$ cat config.mk
export PLATFORM = sky130hd
export DESIGN_NAME = sys_array_mm_flat
export DESIGN_NICKNAME = d
export VERILOG_FILES = /design/src/rtl/sys_array_mm_if.sv /design/src/rtl/sys_array_mm.sv /design/src/flat_wrapper.sv
export SDC_FILE = /design/constraint.sdc
export NUM_CORES = 2
export LEC_CHECK = 0
export CAP_MARGIN = 0
export CORE_ASPECT_RATIO = 0.8
export CORE_MARGIN = 5
export CORE_UTILIZATION = 60
export CTS_CLUSTER_SIZE = 30
export DETAILED_ROUTE_END_ITERATION = 8
export MAX_ROUTING_LAYER = met4
export PLACE_DENSITY = 0.77
export SLEW_MARGIN = 5
export SYNTH_ARGS = -nofsm -noshare
export SYNTH_HDL_FRONTEND = slang
export SYNTH_SLANG_ARGS = --single-unit
$ cat constraint.sdc
create_clock -name clk -period 46.8 [get_ports clk]
set_input_delay 14.04 -clock clk [delete_from_list [all_inputs] [get_ports clk]]
set_output_delay 14.04 -clock clk [all_outputs]
set_load 0.01 [all_outputs]
$ cat src/rtl/sys_array_mm_if.sv
// rtl/sys_array_mm_if.sv - job control, operand beat and result read-out bus of the systolic engine
interface sys_array_mm_if #(
    parameter int DATA_WIDTH = 8,
    parameter int ACC_WIDTH  = 24,
    parameter int N          = 4,
    parameter int K_WIDTH    = 16
);
    logic                    start;
    logic [K_WIDTH-1:0]      k_len;
    logic [N*DATA_WIDTH-1:0] a_col;
    logic [N*DATA_WIDTH-1:0] b_row;
    logic                    in_valid;
    logic                    in_ready;
    logic [ACC_WIDTH-1:0]    out_data;
    logic                    out_valid;
    logic                    out_ready;
    logic                    out_last;
    logic                    busy;
    logic                    done;

    modport master (
        output start, k_len, a_col, b_row, in_valid, out_ready,
        input  in_ready, out_data, out_valid, out_last, busy, done
    );

    modport slave (
        input  start, k_len, a_col, b_row, in_valid, out_ready,
        output in_ready, out_data, out_valid, out_last, busy, done
    );
endinterface

$ cat src/rtl/sys_array_mm.sv
// rtl/sys_array_mm.sv - N x N output-stationary systolic matrix-multiply engine (C = A x B)
module sys_array_mm #(
    parameter int DATA_WIDTH = 8,
    parameter int ACC_WIDTH  = 24,
    parameter int N          = 4,
    parameter int K_WIDTH    = 16,
    parameter bit SIGNED     = 1'b0
) (
    input  logic          clk,
    input  logic          rst,
    sys_array_mm_if.slave mm_if
);
    localparam int DW = DATA_WIDTH;
    localparam int IW = $clog2(N * N);
    localparam int SW = IW + 1;
    localparam logic [SW-1:0]      DRAIN_LAST = SW'(2 * N - 2);
    localparam logic [SW-1:0]      OUT_LAST   = SW'(N * N - 1);
    localparam logic [SW-1:0]      SC_ONE     = SW'(1);
    localparam logic [K_WIDTH-1:0] K_ONE      = K_WIDTH'(1);

    typedef enum logic [1:0] {IDLE, FEED, DRAIN, OUT} state_t;

    state_t             state_q, state_d;
    logic [K_WIDTH-1:0] k_q, k_d, cnt_q, cnt_d;
    logic [SW-1:0]      sc_q, sc_d;
    logic               done_q, done_d;
    logic               beat, clear;

    logic [DW-1:0]        west_data [N];
    logic [N-1:0]         west_vld;
    logic [DW-1:0]        north_data [N];
    logic [N-1:0]         north_vld;
    logic [DW-1:0]        ea_q [N][N-1];
    logic                 ev_q [N][N-1];
    logic [DW-1:0]        sb_q [N-1][N];
    logic                 sv_q [N-1][N];
    logic [ACC_WIDTH-1:0] acc_q [N][N];
    logic [ACC_WIDTH-1:0] acc_flat [N*N];

    // sc_q counts drain cycles, then doubles as the row-major read-out index
    always_comb begin
        state_d = state_q;
        k_d     = k_q;
        cnt_d   = cnt_q;
        sc_d    = sc_q;
        done_d  = 1'b0;
        beat    = 1'b0;
        clear   = 1'b0;
        case (state_q)
            IDLE: if (mm_if.start) begin
                clear   = 1'b1;
                k_d     = mm_if.k_len;
                cnt_d   = '0;
                sc_d    = '0;
                state_d = (mm_if.k_len != '0) ? FEED : DRAIN;
            end
            FEED: if (mm_if.in_valid) begin
                beat  = 1'b1;
                cnt_d = cnt_q + K_ONE;
                if ((cnt_q + K_ONE) == k_q) begin
                    state_d = DRAIN;
                    sc_d    = '0;
                end
            end
            DRAIN: begin
                if (sc_q == DRAIN_LAST) begin
                    state_d = OUT;
                    sc_d    = '0;
                end else begin
                    sc_d = sc_q + SC_ONE;
                end
            end
            OUT: if (mm_if.out_ready) begin
                if (sc_q == OUT_LAST) begin
                    state_d = IDLE;
                    done_d  = 1'b1;
                end else begin
                    sc_d = sc_q + SC_ONE;
                end
            end
            default: state_d = IDLE;
        endcase
    end

    always_ff @(posedge clk or posedge rst) begin
        if (rst) begin
            state_q <= IDLE;
            k_q     <= '0;
            cnt_q   <= '0;
            sc_q    <= '0;
            done_q  <= 1'b0;
        end else begin
            state_q <= state_d;
            k_q     <= k_d;
            cnt_q   <= cnt_d;
            sc_q    <= sc_d;
            done_q  <= done_d;
        end
    end

    assign mm_if.in_ready  = (state_q == FEED);
    assign mm_if.out_valid = (state_q == OUT);
    assign mm_if.out_last  = (state_q == OUT) && (sc_q == OUT_LAST);
    assign mm_if.out_data  = (state_q == OUT) ? acc_flat[sc_q[IW-1:0]] : '0;
    assign mm_if.busy      = (state_q != IDLE);
    assign mm_if.done      = done_q;

    // Row/column i enters the array i cycles late so A[i][k] and B[k][j] meet in PE(i,j)
    for (genvar i = 0; i < N; i++) begin : g_skew
        if (i == 0) begin : g_none
            assign west_data[0]  = mm_if.a_col[DW-1:0];
            assign west_vld[0]   = beat;
            assign north_data[0] = mm_if.b_row[DW-1:0];
            assign north_vld[0]  = beat;
        end else begin : g_dly
            logic [DW-1:0] a_q [i];
            logic [DW-1:0] b_q [i];
            logic [i-1:0]  av_q, bv_q;
            always_ff @(posedge clk or posedge rst) begin
                if (rst) begin
                    for (int s = 0; s < i; s++) begin
                        a_q[s] <= '0;
                        b_q[s] <= '0;
                    end
                    av_q <= '0;
                    bv_q <= '0;
                end else begin
                    a_q[0]  <= mm_if.a_col[i*DW +: DW];
                    b_q[0]  <= mm_if.b_row[i*DW +: DW];
                    av_q[0] <= beat;
                    bv_q[0] <= beat;
                    for (int s = 1; s < i; s++) begin
                        a_q[s]  <= a_q[s-1];
                        b_q[s]  <= b_q[s-1];
                        av_q[s] <= av_q[s-1];
                        bv_q[s] <= bv_q[s-1];
                    end
                end
            end
            assign west_data[i]  = a_q[i-1];
            assign west_vld[i]   = av_q[i-1];
            assign north_data[i] = b_q[i-1];
            assign north_vld[i]  = bv_q[i-1];
        end
    end

    for (genvar i = 0; i < N; i++) begin : g_row
        for (genvar j = 0; j < N; j++) begin : g_col
            logic [DW-1:0]        a_in, b_in;
            logic                 av_in, bv_in;
            logic [ACC_WIDTH-1:0] a_x, b_x, prod;

            if (j == 0) begin : g_w_edge
                assign a_in  = west_data[i];
                assign av_in = west_vld[i];
            end else begin : g_w_pe
                assign a_in  = ea_q[i][j-1];
                assign av_in = ev_q[i][j-1];
            end
            if (i == 0) begin : g_n_edge
                assign b_in  = north_data[j];
                assign bv_in = north_vld[j];
            end else begin : g_n_pe
                assign b_in  = sb_q[i-1][j];
                assign bv_in = sv_q[i-1][j];
            end

            // Operands widened to ACC_WIDTH give the exact product modulo 2^ACC_WIDTH
            if (SIGNED) begin : g_sext
                assign a_x = {{(ACC_WIDTH-DW){a_in[DW-1]}}, a_in};
                assign b_x = {{(ACC_WIDTH-DW){b_in[DW-1]}}, b_in};
            end else begin : g_zext
                assign a_x = {{(ACC_WIDTH-DW){1'b0}}, a_in};
                assign b_x = {{(ACC_WIDTH-DW){1'b0}}, b_in};
            end
            assign prod = a_x * b_x;

            if (j < N - 1) begin : g_east
                always_ff @(posedge clk or posedge rst) begin
                    if (rst) begin
                        ea_q[i][j] <= '0;
                        ev_q[i][j] <= 1'b0;
                    end else begin
                        ea_q[i][j] <= a_in;
                        ev_q[i][j] <= av_in;
                    end
                end
            end
            if (i < N - 1) begin : g_south
                always_ff @(posedge clk or posedge rst) begin
                    if (rst) begin
                        sb_q[i][j] <= '0;
                        sv_q[i][j] <= 1'b0;
                    end else begin
                        sb_q[i][j] <= b_in;
                        sv_q[i][j] <= bv_in;
                    end
                end
            end

            always_ff @(posedge clk or posedge rst) begin
                if (rst) begin
                    acc_q[i][j] <= '0;
                end else if (clear) begin
                    acc_q[i][j] <= '0;
                end else if (av_in && bv_in) begin
                    acc_q[i][j] <= acc_q[i][j] + prod;
                end
            end

            assign acc_flat[i*N+j] = acc_q[i][j];
        end
    end
endmodule
$ cat src/flat_wrapper.sv
// flat-port wrapper written by rule: the top's interface ports become plain ports
module sys_array_mm_flat 
#(
    parameter int DATA_WIDTH = 8,
    parameter int ACC_WIDTH  = 24,
    parameter int N          = 4,
    parameter int K_WIDTH    = 16,
    parameter bit SIGNED     = 1'b0
)
  (clk, rst, mm_if_start, mm_if_k_len, mm_if_a_col, mm_if_b_row, mm_if_in_valid, mm_if_out_ready, mm_if_in_ready, mm_if_out_data, mm_if_out_valid, mm_if_out_last, mm_if_busy, mm_if_done);
  sys_array_mm_if #(.DATA_WIDTH(DATA_WIDTH), .ACC_WIDTH(ACC_WIDTH), .N(N), .K_WIDTH(K_WIDTH)) mm_if_i ();
  input  logic clk;
  input  logic rst;
  input wire logic [$bits(mm_if_i.start)-1:0] mm_if_start;
  input wire logic [$bits(mm_if_i.k_len)-1:0] mm_if_k_len;
  input wire logic [$bits(mm_if_i.a_col)-1:0] mm_if_a_col;
  input wire logic [$bits(mm_if_i.b_row)-1:0] mm_if_b_row;
  input wire logic [$bits(mm_if_i.in_valid)-1:0] mm_if_in_valid;
  input wire logic [$bits(mm_if_i.out_ready)-1:0] mm_if_out_ready;
  output wire logic [$bits(mm_if_i.in_ready)-1:0] mm_if_in_ready;
  output wire logic [$bits(mm_if_i.out_data)-1:0] mm_if_out_data;
  output wire logic [$bits(mm_if_i.out_valid)-1:0] mm_if_out_valid;
  output wire logic [$bits(mm_if_i.out_last)-1:0] mm_if_out_last;
  output wire logic [$bits(mm_if_i.busy)-1:0] mm_if_busy;
  output wire logic [$bits(mm_if_i.done)-1:0] mm_if_done;
  assign mm_if_i.start = mm_if_start;
  assign mm_if_i.k_len = mm_if_k_len;
  assign mm_if_i.a_col = mm_if_a_col;
  assign mm_if_i.b_row = mm_if_b_row;
  assign mm_if_i.in_valid = mm_if_in_valid;
  assign mm_if_i.out_ready = mm_if_out_ready;
  assign mm_if_in_ready = mm_if_i.in_ready;
  assign mm_if_out_data = mm_if_i.out_data;
  assign mm_if_out_valid = mm_if_i.out_valid;
  assign mm_if_out_last = mm_if_i.out_last;
  assign mm_if_busy = mm_if_i.busy;
  assign mm_if_done = mm_if_i.done;
  sys_array_mm #(.DATA_WIDTH(DATA_WIDTH), .ACC_WIDTH(ACC_WIDTH), .N(N), .K_WIDTH(K_WIDTH), .SIGNED(SIGNED)) u_core (.clk(clk), .rst(rst), .mm_if(mm_if_i));
endmodule
==> results.py <==
metrics = {
    "outcome": {
        "status": "complete, no violations",
    },
    "worst_hold_path": {
        "hp-class": "reg2reg",
        "holdPathStages": 0,
    },
    "sta": {
        "fin_tns_setup_ps": 0,
        "rsz0062_at_grt": "no",
        "drv_slew": 0,
        "worst_slew_pin_slew_ps": 1260,
        "fin_skew_ps": 44.6,
        "min_period_ps": 19400,
        "slew_headroom": 0.157,
        "hold_ws_ps": 343,
        "setup_viol": 0,
        "worst_slack_ps": 27400,
        "post-route-period-util": 0.415,
        "fmax_ghz": 0.0515,
        "hold_violations": 0,
    },
    "floorplanning": {
        "core-area_um2": 123000,
        "rows": 115,
        "die_w_um": 404,
        "dieHeight_um": 326,
        "ioPinCount": 114,
        "initial_core_util": 0.605,
        "die_area_um2": 132000,
    },
    "global_routing": {
        "grt_util_met3": 0.0768,
        "grt_usage": 0.330,
        "grt_pass1_wl_um": 332000,
        "grt-ovfl-total": 0,
        "grt_pass1_vias": 58100,
        "busiest_layer": "met2",
        "grt_start_max_net_pins": 174,
        "antenna_found_initial": 27,
        "met1_usage": 0.459,
        "gr-usage-met2": 0.469,
    },
    "place": {
        "place_ws_ps": 26690,
        "hpwl_um": 165000,
        "io_buffers": 113,
        "gp_congestion": 0.994,
    },
    "clock_network": {
        "holdBufCountCts": 0,
        "htree_num_levels": 3,
        "ctsResizeCount": 0,
        "path_clk_slew_ps": 60,
        "clock-root-buffer": "clkbuf_16",
        "cts_sinks": 718,
        "cts_tree": "done",
        "postCtsSetupRepairBufs": 0,
        "cts.path.max_buffers": 3,
        "clk_latency_ps": 720,
        "cts-buffers-inserted": 85,
    },
    "synth": {
        "yosys_most_used_dff": "dfrtp_1",
        "yosysWarnings": 0,
        "synth-seq-cells": 718,
        "synth_area_leaders": "dfrtp_1 24%, fa_1 16%, ha_1 15%",
        "async_flop_share": 1.00,
        "yosysTopAreaCell": "dfrtp_1",
        "syn_area_per_cell_um2": 9.49,
        "netlist_area_um2": 74700,
        "synth_top_area_frac": 0.241,
        "synth_fp_nets": 9414,
        "yosysSeqAreaShare": 0.241,
        "synth_cell_types": 94,
        "postSynthCellCount": 7864,
        "synth-edff-count": 0,
    },
    "routing": {
        "routedWlPerCell_um": 21.7,
        "drc_errors": 0,
        "via_count": 59000,
        "drtIter0Drc": 5629,
        "ant_nets": 0,
        "first_pass_iters": 6,
        "vias_per_cell": 6.10,
        "postRouteWirelength_um": 210000,
    },
    "worst_setup_path": {
        "end_kind": "flop",
        "worstPathArrival_ps": 19930,
        "critPathKind": "in2reg",
        "worstPathMaxFanout": 9,
        "startpoint_type": "input port",
        "regToRegSetupSlack_ps": 39800,
        "reg2regPathDepth": 23,
        "cp_data_required_time_ps": 47330,
    },
    "cells_and_area": {
        "nets": 9498,
        "post-route-util": 0.654,
        "nFillCells": 9699,
        "area_growth_syn_to_layout_pct": 7.98,
        "drive_gt1_frac": 0.0478,
    },
    "job": {
        "maxCapViolations": 0,
    },
    "power": {
        "power_w": 0.00521,
        "p_per_area_nw_per_um2": 64.6,
        "p_leak_nw": 39.1,
        "peakVddDrop_mv": 0.0455,
    },
}
cells in the final DEF, fill, tap and decap left out, types with 33 or more instances in the layout:
| cell type | synthesis | routed |
|---|---|---|
| inv_1 | 951 | 950 |
| nand2b_1 | 42 | 42 |
| nand3_1 | 150 | 150 |
| xnor2_1 | 300 | 300 |
| dfrtp_1 | 718 | 711 |
| clkbuf_16 | 0 | 88 |
| a31oi_1 | 44 | 44 |
| o211ai_1 | 71 | 71 |
| mux4_2 | 120 | 120 |
| clkdlybuf4s50_1 | 0 | 113 |
| xor2_1 | 104 | 104 |
| ha_1 | 873 | 873 |
| and3_1 | 72 | 72 |
| a21oi_1 | 407 | 407 |
| o21ai_0 | 188 | 186 |
| fa_1 | 592 | 592 |
| nor3_1 | 140 | 140 |
| nor2b_1 | 89 | 89 |
| and2_1 | 923 | 923 |
| buf_4 | 0 | 38 |
| mux2i_1 | 137 | 137 |
| o21a_1 | 73 | 73 |
| a211oi_1 | 75 | 75 |
| or3_1 | 64 | 64 |
| nand4_1 | 33 | 33 |
| a21o_1 | 105 | 105 |
| nand2_1 | 521 | 520 |
| o21ai_1 | 33 | 35 |
| nor2_1 | 478 | 478 |
sequential cells by signal, summed over array words and instances, names as in the netlist:
| register | count |
|---|---|
| u_core.g_skew.g_dly.b_q | 24 |
| u_core.mm_if.done | 1 |
| u_core.g_row.g_col.a_in | 120 |
| u_core.g_skew.g_dly.av_q | 2 |
| u_core.state_q | 2 |
| u_core.g_row.g_col.b_in | 120 |
| u_core.g_skew.g_dly.a_q | 24 |
| u_core.sc_q | 5 |
| u_core.g_row.g_col.av_in | 4 |
| u_core.k_q | 16 |
| u_core.cnt_q | 16 |
| u_core.acc_flat | 384 |
cell type report:
type / count / area (um^2) / area share
Tap cell: 1638 / 2050 / 0.0254
Inverter: 954 / 3590 / 0.0445
Antenna cell: 15 / 37.5 / 0.000466
Multi-Input combinational cell: 6036 / 52500 / 0.652
Timing Repair Buffer: 153 / 1460 / 0.0181
Clock inverter: 50 / 558 / 0.00692
Sequential cell: 718 / 18000 / 0.223
Clock buffer: 109 / 2410 / 0.0299
cell usage after synthesis (all sizes together) (15+ instances only):
cell,number
nand2b,42
or3,64
nor3b,15
a31oi,46
a21o,105
nand4,33
mux4,120
o211ai,71
and2,924
a41oi,29
and3,72
a21boi,23
or2,19
buf,39
inv,952
xnor2,300
dfrtp,718
o21ai,222
a21oi,410
fa,592
xor2,104
mux2i,137
ha,873
a211oi,76
o31ai,26
o31a,17
nor4b,30
o21a,75
o21bai,31
nand2,521
nor2b,89
nor3,141
nand3,150
clkbuf,117
nand3b,17
nor2,478
metal layers:
metal | vias to the layer above | part of all wire
li1 | 26800 | -
met1 | 29400 | 0.42
met2 | 2387 | 0.43
met3 | 416 | 0.10
met4 | 0 | 0.049
met5 | - | 0
per-stage QoR:
step           std cells  area, um^2
2_1_floorplan       7864       74700
3_3_place_gp        9499       77600
3_5_place_dp        9499       77600
4_1_cts             9658       80600
5_1_grt             9667       80600
6_report            9673       80600
final timing paths:
path | endpoint | from
worst min-delay path | u_core.g_row[3].g_col[0].a_in[3] | u_core.g_skew[3].g_dly.a_q[11]
min in group asynchronous | u_core.acc_flat[56] | rst
max in group asynchronous | u_core.g_row[2].g_col[3].av_in | rst
worst min register to register | u_core.g_row[3].g_col[0].a_in[3] | u_core.g_skew[3].g_dly.a_q[11]
worst max-delay path | u_core.acc_flat[383] | mm_if_a_col[5]
worst max register to register | u_core.acc_flat[161] | u_core.g_row[2].g_col[1].b_in[6]
critical path, cell delays in order:
cell	delay [ps]
clkdlybuf4s50_1	700
nand2_1	140
fa_1	530
fa_1	560
inv_1	60
fa_1	470
inv_1	50
fa_1	470
inv_1	40
ha_1	320
inv_1	50
o21ai_0	230
a21o_1	150
a21oi_1	70
o21ai_0	280
nor2_1	100
xnor2_1	230
ha_1	290
nand2_1	150
a2bb2oi_1	310
o311ai_4	170
a21oi_2	300
or3_1	160
a21oi_1	60
cell families after synthesis:
group	Yosys count	synth area share
and+or+nand+nor	2643	0.186
xor gates and xnor gates	404	0.0474
adders and majority gates	1465	0.305
AOI/OAI and AO/OA	1261	0.110
muxes	263	0.0555
buffers and inverters	1110	0.0559
DFF	718	0.241
power by group:
| group | internal, W | switching, W | total, W |
|---|---|---|---|
| clock | 0.000417 | 0.000302 | 0.000719 |
| sequential | 0.000744 | 0.000195 | 0.000939 |
| combinational | 0.00147 | 0.00208 | 0.00355 |
| total | 0.00263 | 0.00257 | 0.00521 |
Power figures use the tool's default switching activity.
